### src/rtl/otopilot_kontrol_n.sv
// Altitude autopilot: fuses N altitude sensors, validates target commands, drives the motor with hysteresis, lands, and trips a climb watchdog.
// All outputs registered (one clock after the sampling edge); hedef_hazir_o is the ready for commands, which are dropped when it is low.
module otopilot_kontrol_n #(
  parameter int SENSOR_SAYISI = 2,
  parameter int W             = 16,
  parameter int H             = 8,
  parameter int HEDEF_MIN     = 10,
  parameter int HEDEF_MAX     = 100,
  parameter int SAPMA_ESIK    = 9,
  parameter int HIST          = 2,
  parameter int HATA_LIMIT    = 3,
  parameter int ZEMIN_ESIK    = 1,
  parameter int ZAMAN_ASIMI   = 1000
) (
  input  logic                               clk,
  input  logic                               rst_n,
  input  logic [SENSOR_SAYISI*W-1:0]         sensor_i,
  input  logic [H-1:0]                       hedef_i,
  input  logic                               hedef_gecerli_i,
  input  logic                               inis_i,
  output logic                               hedef_hazir_o,
  output logic                               motor_o,
  output logic                               yesil_led_o,
  output logic                               kirmizi_led_o,
  output logic [1:0]                         durum_o,
  output logic [$clog2(HATA_LIMIT+1)-1:0]    hata_sayaci_o
);

  localparam int LG = $clog2(SENSOR_SAYISI);
  localparam int SW = W + LG;
  localparam int CW = $clog2(HATA_LIMIT + 1);
  localparam int TW = $clog2(ZAMAN_ASIMI + 1);

  typedef enum logic [1:0] {
    BEKLE = 2'b00,
    ACIL  = 2'b01,
    UCUS  = 2'b10,
    INIS  = 2'b11
  } durum_t;

  durum_t          durum_q;
  logic [H-1:0]    hedef_q;
  logic [TW-1:0]   wd_q;

  logic [W-1:0]    s_min, s_max, spread, fused;
  logic [SW-1:0]   sum;
  logic [W-1:0]    hedef_w, tgt_w, esik;
  logic            cmd_ok, motor_hys, wd_trip;
  logic [CW-1:0]   hata_inc;
  logic [TW-1:0]   wd_inc;

  // Sensor fusion: average when sensors agree, otherwise trust the primary.
  always_comb begin
    s_min = sensor_i[W-1:0];
    s_max = sensor_i[W-1:0];
    sum   = SW'(sensor_i[W-1:0]);
    for (int k = 1; k < SENSOR_SAYISI; k++) begin
      if (sensor_i[k*W +: W] < s_min) s_min = sensor_i[k*W +: W];
      if (sensor_i[k*W +: W] > s_max) s_max = sensor_i[k*W +: W];
      sum = sum + SW'(sensor_i[k*W +: W]);
    end
    spread = s_max - s_min;
    if (SENSOR_SAYISI == 1 || spread > W'(SAPMA_ESIK)) fused = sensor_i[W-1:0];
    else                                                fused = W'(sum >> LG);
  end

  assign hedef_w  = W'(hedef_i);
  assign cmd_ok   = (hedef_w >= W'(HEDEF_MIN)) && (hedef_w <= W'(HEDEF_MAX));
  assign tgt_w    = W'(hedef_q);
  assign esik     = (tgt_w > W'(HIST)) ? tgt_w - W'(HIST) : '0;
  assign hata_inc = hata_sayaci_o + CW'(1);
  assign wd_inc   = wd_q + TW'(1);
  assign wd_trip  = motor_o && (wd_inc >= TW'(ZAMAN_ASIMI));

  always_comb begin
    motor_hys = motor_o;
    if (fused >= tgt_w)   motor_hys = 1'b0;
    else if (fused < esik) motor_hys = 1'b1;
  end

  assign durum_o = durum_q;

  always_ff @(posedge clk or negedge rst_n) begin
    if (!rst_n) begin
      durum_q       <= BEKLE;
      hedef_q       <= '0;
      wd_q          <= '0;
      hedef_hazir_o <= 1'b1;
      motor_o       <= 1'b0;
      yesil_led_o   <= 1'b0;
      kirmizi_led_o <= 1'b0;
      hata_sayaci_o <= '0;
    end else begin
      case (durum_q)
        BEKLE: begin
          motor_o <= 1'b0;
          if (hedef_gecerli_i) begin
            if (cmd_ok) begin
              hedef_q <= hedef_i;
              wd_q    <= '0;
              durum_q <= UCUS;
            end else begin
              hata_sayaci_o <= hata_inc;
              if (hata_inc == CW'(HATA_LIMIT)) begin
                durum_q       <= ACIL;
                kirmizi_led_o <= 1'b1;
                hedef_hazir_o <= 1'b0;
              end
            end
          end
        end
        UCUS: begin
          if (fused >= tgt_w) yesil_led_o <= 1'b1;
          if (wd_trip) begin
            durum_q       <= ACIL;
            motor_o       <= 1'b0;
            kirmizi_led_o <= 1'b1;
            hedef_hazir_o <= 1'b0;
          end else if (inis_i) begin
            durum_q       <= INIS;
            motor_o       <= 1'b0;
            hedef_hazir_o <= 1'b0;
            wd_q          <= '0;
          end else begin
            motor_o <= motor_hys;
            wd_q    <= motor_o ? wd_inc : '0;
            if (hedef_gecerli_i) begin
              if (cmd_ok) begin
                hedef_q <= hedef_i;
                wd_q    <= '0;
              end else begin
                hata_sayaci_o <= hata_inc;
                if (hata_inc == CW'(HATA_LIMIT)) begin
                  durum_q       <= ACIL;
                  motor_o       <= 1'b0;
                  kirmizi_led_o <= 1'b1;
                  hedef_hazir_o <= 1'b0;
                end
              end
            end
          end
        end
        INIS: begin
          motor_o <= 1'b0;
          if (fused <= W'(ZEMIN_ESIK)) begin
            durum_q       <= BEKLE;
            yesil_led_o   <= 1'b0;
            hata_sayaci_o <= '0;
            hedef_q       <= '0;
            wd_q          <= '0;
            hedef_hazir_o <= 1'b1;
          end
        end
        ACIL: begin
          motor_o       <= 1'b0;
          kirmizi_led_o <= 1'b1;
          hedef_hazir_o <= 1'b0;
        end
        default: begin
          durum_q       <= BEKLE;
          motor_o       <= 1'b0;
          hedef_hazir_o <= 1'b1;
        end
      endcase
    end
  end

endmodule

### config.mk
export PLATFORM = sky130hd
export DESIGN_NAME = otopilot_kontrol_n
export DESIGN_NICKNAME = d
export VERILOG_FILES = /design/src/rtl/otopilot_kontrol_n.sv
export SDC_FILE = /design/constraint.sdc
export NUM_CORES = 1
export LEC_CHECK = 0
export ABC_CLOCK_PERIOD_IN_PS = 4200
export CAP_MARGIN = 15
export CORE_ASPECT_RATIO = 1.5
export CORE_MARGIN = 5
export CORE_UTILIZATION = 45
export CTS_CLUSTER_DIAMETER = 200
export CTS_CLUSTER_SIZE = 30
export DETAILED_ROUTE_END_ITERATION = 8
export PLACE_DENSITY_LB_ADDON = 0.25
export SYNTH_ARGS = -nofsm -noshare
export SYNTH_HDL_FRONTEND = slang
export SYNTH_SLANG_ARGS = --single-unit
### constraint.sdc
create_clock -name clk -period 4.2 [get_ports clk]
set_clock_uncertainty 0.05 [all_clocks]
set_input_delay 0.84 -clock clk [delete_from_list [all_inputs] [get_ports clk]]
set_output_delay 0.84 -clock clk [all_outputs]
set_load 0.1 [all_outputs]
==> metrics.yaml, run 1 <==
critical_path:
  crit_path_start_kind: "input pin"
  r2r_slack_ns: 0.85
  slowest_delay_ns: 0.42
  reg2reg_to: "durum_o[1]$_DFFE_PN0P_"
  crit_path_top_delay_cell: "a211oi_4"
  worstPathRequired_ns: 4.33
  crit_path_end_kind: "register"
  timing.rr.start: "wd_q[0]$_DFFE_PN0P_"
  path_max_fanout: 7
  critical_path_class: "input pin to register"
  ff2ff_path_depth: 12
  cp_data_arrival_time_ns: 6.57
  crit_family: "compound AO/OA/AOI/OAI gates"
  crit_buf_inv: 5
final_layout:
  design_area_sq_um: 7570
  layout-drive-gt1-share_pct: 33.0
  fill_cells: 878
  diodes: 0
  layout.nets: 994
  stdcell_count: 1017
  area_growth_pct: 49.7
  final_util_pct: 68.8
route:
  firstDrtPassIters: 4
  drtIter0Drc: 261
  antenna_left: 0
  drt-wirelength-per-cell_um: 17.0
  wl_um: 17300
  viasPerCell: 5.75
  drcViolationCount: 0
  num_vias: 5844
synthesis:
  yosysUniqueCellTypes: 84
  synth_top_family_by_area: "compound AO/OA/AOI/OAI gates"
  ys.flop_type: "dfrtp_1"
  synth_top_area_share_pct: 19.1
  syn-mean-instance-area_sq_um: 7.66
  synth-seq-cells: 26
  yosys-top-cells-count: "ha_1, o21ai_0, nand2_1"
  synth_edf_count: 0
  synth_fa_ha_area_share_pct: 20.0
  ys_top_cells_by_area: "ha_1, dfrtp_1, o21ai_0"
  ys_seq_area_share_pct: 12.9
  yosys_warnings: 0
  synth_cells: 660
  async_reset_ff_share_pct: 100
  synthSimpleGateAreaFrac_pct: 23.2
  synthMuxAreaShare_pct: 4.41
  synth_compound_area_share_pct: 29.6
  syn-num-nets: 783
  synth.most_common_cell: "ha_1"
  synth-xor-area-share_pct: 4.13
  netlist_area_sq_um: 5050
  yosys.area.top_type: "ha_1"
timing:
  worstMarginPinSlew_ns: 0.984
  fin_ws_ns: -2.23
  tns_ns: -36.92
  rsz0062_at_grt: "yes"
  slew_headroom_pct: 34.2
  setup_viol: 25
  fin_crit_sh_pct: 153
  drv_slew: 0
  max_freq_ghz: 0.155
  fin_crit_ns: 6.43
  hold_viol_final: 0
hold_path:
  hold_class: "register to register"
  min_path_cells: 1
  min-delay-start: "hedef_q[1]$_DFFE_PN0P_"
  whs_endpoint: "hedef_q[1]$_DFFE_PN0P_"
clock_tree:
  root_buffer: "clkbuf_16"
  cts_tree: "yes"
  h-tree-depth: 1
  insertion_delay_ns: 0.27
  numCtsBuffers: 3
  cts_buffer_depth: 2
  clock-sinks: 26
  clk_pin_slew_worst_paths_ns: 0.07
  cts_hold_buffers: 0
floorplanning:
  die_w_um: 96.5
  start_util_pct: 46.0
  core_sq_um: 11000
  die_area_sq_um: 13500
  rows: 47
  ios: 52
  die_h_um: 140
power_and_ir_drop:
  p_per_area_nw_per_um2: 368
  leakagePower_nw: 3.42
  peakVddDrop_mv: 0.273
placement:
  io_buffers: 51
  dpl.cell_count: 1005
  dpl_worst_slack_ns: -3.39
  dpl.hpwl_um: 14100
  place_area_sq_um: 7090
  gp_congestion: 0.977
global_route:
  overflow: 0
  grt_pass1_vias: 6114
  grt_first_pass_wirelength_um: 27800
  grt_max_degree: 27
  grt_util_all_layers_pct: 25.4
  antenna_found_initial: 0
status:
  violations: "setup timing"
  status: "finished, violations left"
flow_run:
  maxCapViolCount: 0
[cell families (layout without fill, tap and decap cells)]
logic type | count (synthesis) | in the layout
XOR/XNOR | 23 | 23
adder cells (fa/ha/maj) | 80 | 80
AND/OR/NAND/NOR | 226 | 226
multiplexers | 22 | 22
flip-flops | 26 | 26
AO/OA/AOI/OAI | 212 | 212
buffers and inverters | 71 | 281
[layer usage]
metal  GRT usage [%]  wire length [um]  vias to the layer above
met2            50.9              9650                      144
met5               0                 0                        -
met4            10.2               675                        0
met3            1.84               450                       50
met1            25.7              6490                     2787
li1                -                 -                     2863
[layout make-up]
type	count	area, sq um	area share, %
multi-input combinational	563	4580	60.5
clock inverter	1	30.0	0.397
timing repair buffer	225	1850	24.4
sequential	26	652	8.61
clock buffer	3	75.1	0.992
tap	147	184	2.43
inverter	52	204	2.70
[worst register-to-register path, stage by stage (launching register included)]
cell,delay [ns]
dfrtp_1,0.44
ha_1,0.29
and3_1,0.22
nor2b_1,0.18
a211oi_1,0.23
a211oi_1,0.07
or4_1,0.64
nor2b_1,0.22
nand2_1,0.12
o21ai_0,0.09
a21o_1,0.19
a221o_1,0.26
a22o_1,0.23
[through the flow]
step                      total power, mW  hold WS, ns
final                                2.79        0.472
after global routing                 2.99        0.504
after CTS                            2.72        0.467
after detailed placement             2.35        0.444
after global placement               2.29        0.441
after floorplan                      1.64        0.423
[cell usage in the layout, fill, tap and decap left out, types with 6 or more instances in the layout]
master and count:
a22o_1 10, buf_6 12, a21oi_1 31, and3_1 7, nor4_1 8, xnor2_1 19
clkdlybuf4s15_2 6, nand2_1 61, dfrtp_1 25, a21o_1 16, or3_1 6, o211ai_1 8
dlygate4sd2_1 6, nor2b_1 14, ha_4 15, buf_4 166, nand2b_1 11, ha_1 60
a211oi_1 11, mux2i_1 20, nor3_1 12, o21ai_1 16, nand3_1 9, nor2_1 54
clkdlybuf4s50_1 21, o21ai_0 49, inv_1 37, inv_2 12, nand4_1 6, buf_2 7
[registers in the layout, indices dropped and copies added (netlist names)]
signal,count
hata_sayaci_o,2
motor_o,1
durum_o,2
hedef_q,8
wd_q,10
yesil_led_o,1
kirmizi_led_o,1
hedef_hazir_o,1
[worst max-delay path by stage]
| stage | startpoint | end | cells past startpoint |
|---|---|---|---|
| 2_1_floorplan | sensor_i[9] | yesil_led_o$_DFFE_PN0P_ | 26 |
| 3_3_place_gp | sensor_i[9] | motor_o$_DFF_PN0_ | 28 |
| 3_5_place_dp | sensor_i[9] | motor_o$_DFF_PN0_ | 28 |
| 4_1_cts | sensor_i[13] | yesil_led_o$_DFFE_PN0P_ | 27 |
| 5_1_grt | sensor_i[14] | yesil_led_o$_DFFE_PN0P_ | 29 |
| 6_report | sensor_i[13] | yesil_led_o$_DFFE_PN0P_ | 28 |
[where the power goes]
part,total (mW),switching [mW],internal (mW)
clock network,0.287,0.0972,0.190
registers,0.366,0.0649,0.301
logic,2.13,1.19,0.942
[repair_timing]
action	CTS	global route
endpoints found under the setup margin	25	25
resized for setup	156	26
buffers inserted	7	1
pin swaps	36	17
(Power assumes the default switching activity.)
==> run 2, diff against run 1 <==
Settings changed: CELL_PAD_IN_SITES_DETAIL_PLACEMENT set to 1, CELL_PAD_IN_SITES_GLOBAL_PLACEMENT set to 1, CORE_UTILIZATION 45 to 44, REMOVE_ABC_BUFFERS set to 1.
==> run 2 against run 1 <==
The run now fails in global routing. Area after synthesis stayed put. Synthesized cell count stayed put.
==> metrics.yaml, run 2 <==
status:
  status: "did not finish"
  lastStage: "global routing"
  error_line: "[ERROR GRT-0232] Routing congestion too high. Check the congestion heatmap in the GUI."
synthesis:
  synth_edf_count: 0  # unchanged
  syn-mean-instance-area_sq_um: 7.66  # unchanged
  netlist_area_sq_um: 5050  # unchanged
  synth_top_area_share_pct: 19.1  # unchanged
  synth.most_common_cell: "ha_1"
  yosysUniqueCellTypes: 84  # unchanged
  yosys-top-cells-count: "ha_1, o21ai_0, nand2_1"
  synth_cells: 660  # unchanged
  async_reset_ff_share_pct: 100  # unchanged
  ys_top_cells_by_area: "ha_1, dfrtp_1, o21ai_0"
  yosys.area.top_type: "ha_1"
  synth-seq-cells: 26  # unchanged
  ys.flop_type: "dfrtp_1"
  yosys_warnings: 0  # unchanged
  ys_seq_area_share_pct: 12.9  # unchanged
timing:
  endpoint_type: "sequential cell input"
  grt_repair_worst_endpoint: "motor_o$_DFF_PN0_/D"
placement:
  io_buffers: 51  # unchanged
  gp_congestion: 0.920  # -5.8%
  dpl.hpwl_um: 17900  # +27%
clock_tree:
  numCtsBuffers: 3  # unchanged
  h-tree-depth: 1  # unchanged
  cts_buffer_depth: 2  # unchanged
  root_buffer: "clkbuf_16"
  cts_hold_buffers: 0  # unchanged
  clock-sinks: 26  # unchanged
global_route:
  grt_max_degree: 27
  grt_util_all_layers_pct: 72.0
  overflow: 168
floorplanning:
  start_util_pct: 44.3  # -1.7 points
  die_h_um: 141  # +1.0%
  ios: 52  # unchanged
  rows: 48  # +2.1%
  die_w_um: 97.5  # +1.0%
-- run 2: what timing repair did --
item                       in CTS
setup endpoints to repair      25
resized for setup             249
pin swaps                      78
cloned                          2
buffers inserted               38
-- run 2: cell families after synthesis --
logic type | synth area share [%]
fa+ha+maj | 20.0
compound gates | 29.6
mux | 4.41
buf+inv | 5.72
xor+xnor | 4.13
flops | 12.9
simple gates | 23.2
-- run 2: metal layers --
metal / overflow / global-route usage (%)
met5: 0 / 2.56
met4: 79 / 88.8
met3: 1 / 46.4
met2: 86 / 95.1
met1: 2 / 67.1
-- run 2: per-stage QoR --
step	cell area (sq um)	TNS (ns)	util, %	setup slack, ns	instances
4_1_cts	7950	-42.01	69.6	-2.22	1050
3_5_place_dp	6940	-73.97	60.8	-3.63	1007
3_3_place_gp	6940	-67.67	60.8	-3.31	1007
2_1_floorplan	4960	-88.47	-	-4.18	641
==> run 3, diff against run 2 <==
Settings changed: CELL_PAD_IN_SITES_DETAIL_PLACEMENT 1 to unset, CELL_PAD_IN_SITES_GLOBAL_PLACEMENT 1 to unset, CORE_ASPECT_RATIO 1.5 to unset, CORE_UTILIZATION 44 to 30, CTS_CLUSTER_DIAMETER 200 to unset, CTS_CLUSTER_SIZE 30 to unset, PLACE_DENSITY_LB_ADDON 0.25 to 0.15.
==> run 3 against run 2 <==
The flow now finishes, with violations (setup timing).
==> metrics.yaml, run 3 (synthesized netlist as in run 1, its figures left out) <==
status:
  status: "finished, violations left"
  violations: "setup timing"
floorplanning:
  die_w_um: 140  # +43%
  ios: 52  # unchanged
  rows: 47  # -2.1%
  start_util_pct: 30.5  # -14 points
  core_sq_um: 16600
  die_h_um: 140  # -1.0%
  die_area_sq_um: 19500
critical_path:
  crit_path_end_kind: "register"
  timing.rr.start: "hedef_q[5]$_DFFE_PN0P_"
  path_max_fanout: 6
  worstPathRequired_ns: 4.33
  crit_path_start_kind: "input pin"
  startpoint: "sensor_i[19]"
  critical_path_class: "input pin to register"
  cp_data_arrival_time_ns: 6.64
  ff2ff_path_depth: 12
final_layout:
  largest_reg_flops: 10
  reg_top3: "wd_q: 10 flops, hedef_q: 8 flops"
  diodes: 0
  layout-drive-gt1-share_pct: 35.8
  fill_cells: 1642
  stdcell_count: 1109
  top_register: "wd_q"
  area_growth_pct: 54.7
  final_util_pct: 47.1
  final_common_cell: "buf_4"
  layout.nets: 1013
  mostFrequentLayoutCells: "buf_4, nand2_1, ha_1"
global_route:
  grt_first_pass_wirelength_um: 27600
  overflow: 0
  antenna_found_initial: 0
  grt_max_degree: 27
  grt_pass1_vias: 5528
  grt_util_all_layers_pct: 16.8
timing:
  slew_headroom_pct: 34.7
  fin_ws_ns: -2.31
  fin_crit_ns: 6.51
  finalHoldWorstSlack_ns: 0.468
  rsz0062_at_grt: "yes"
  worstMarginPinSlew_ns: 0.977
  setup_viol: 25
  max_freq_ghz: 0.154
  fin_crit_sh_pct: 155
  hold_viol_final: 0
  drv_slew: 0
flow_run:
  maxCapViolCount: 0
clock_tree:
  cts_buffer_depth: 2  # unchanged
  clk_pin_slew_worst_paths_ns: 0.07
  insertion_delay_ns: 0.26
  h-tree-depth: 1  # unchanged
  clock-sinks: 26  # unchanged
  numCtsBuffers: 3  # unchanged
  cts_tree: "yes"
  root_buffer: "clkbuf_16"
power_and_ir_drop:
  peakVddDrop_mv: 0.200
  finalPower_mw: 2.82
  leakagePower_nw: 3.52
  p_per_area_nw_per_um2: 361
placement:
  dpl.hpwl_um: 14000  # -22%
  dpl_worst_slack_ns: -3.87  # -0.242 ns
  gp_congestion: 0.879  # -4.5%
  io_buffers: 51  # unchanged
  dpl.cell_count: 1088  # +8.0%
route:
  drtIter0Drc: 324
  firstDrtPassIters: 4
  viasPerCell: 5.11
  drt-wirelength-per-cell_um: 15.5
  wl_um: 17200
  antenna_left: 0
  drcViolationCount: 0
  num_vias: 5669
hold_path:
  min-delay-start: "hedef_q[1]$_DFFE_PN0P_"
  hold_class: "register to register"
  min_path_cells: 1
[run 3: through the flow]
stage	setup TNS, ns	area, sq um
6_report	-42.73	7820
5_1_grt	-48.54	7820
4_1_cts	-46.17	7600
3_5_place_dp	-79.21	7080
3_3_place_gp	-75.52	7080
2_1_floorplan	-88.47	4960
[run 3: area by class of cell]
| cell class | count | area (sq um) | share of cell area, % |
|---|---|---|---|
| Inverter | 52 | 205 | 2.62 |
| Timing Repair Buffer | 244 | 1980 | 25.4 |
| Multi-Input combinational cell | 563 | 4600 | 58.8 |
| Sequential cell | 26 | 652 | 8.34 |
| Clock inverter | 1 | 30.0 | 0.384 |
| Clock buffer | 3 | 75.1 | 0.960 |
| Tap cell | 220 | 275 | 3.52 |
[run 3: path summary, 6_finish.rpt]
check,to,slack (ns)
max,yesil_led_o$_DFFE_PN0P_,-2.31
min,hedef_q[1]$_DFFE_PN0P_,0.47
max reg2reg,motor_o$_DFF_PN0_,0.91
min reg2reg,hedef_q[1]$_DFFE_PN0P_,0.47
max in group asynchronous,hedef_hazir_o$_DFFE_PN1P_,2.91
min in group asynchronous,kirmizi_led_o$_DFFE_PN0P_,0.89
[run 3: critical path, cell delays in order]
cell and delay, ns:
clkdlybuf4s50_1 0.51, ha_1 0.26, buf_4 0.14, a21oi_1 0.18, a21bo_4 0.18, nand3_4 0.09
buf_6 0.15, mux2_4 0.31, fa_2 0.36, nand2b_4 0.16, a211oi_4 0.36, buf_4 0.19
o21ai_2 0.07, a311oi_1 0.36, buf_4 0.19, nand3_2 0.13, nor4_4 0.29, buf_4 0.18
mux2_4 0.32, ha_4 0.22, a21o_1 0.16, a21o_1 0.18, a221oi_2 0.23, o311ai_2 0.18
o32a_1 0.37, o31ai_2 0.06
[run 3: power breakdown]
group          switching (mW)  internal (mW)  leakage, nW
registers              0.0658          0.301        0.339
logic                    1.18          0.986         3.13
clock network          0.0932          0.190       0.0511
total                    1.34           1.48         3.52
[run 3: layer usage]
layer / up-vias / GRT usage (%) / wire length, um
met5: - / 0 / 0
met4: 0 / 1.33 / 90
met3: 8 / 1.30 / 404
met2: 78 / 28.7 / 8110
met1: 2670 / 24.1 / 8590
li1: 2913 / - / -
[run 3: repair_timing]
item	CTS	global route
pin swaps	42	42
setup endpoints to repair	25	25
resized for setup	145	72
setup buffers	12	6
hold buffers	0	0
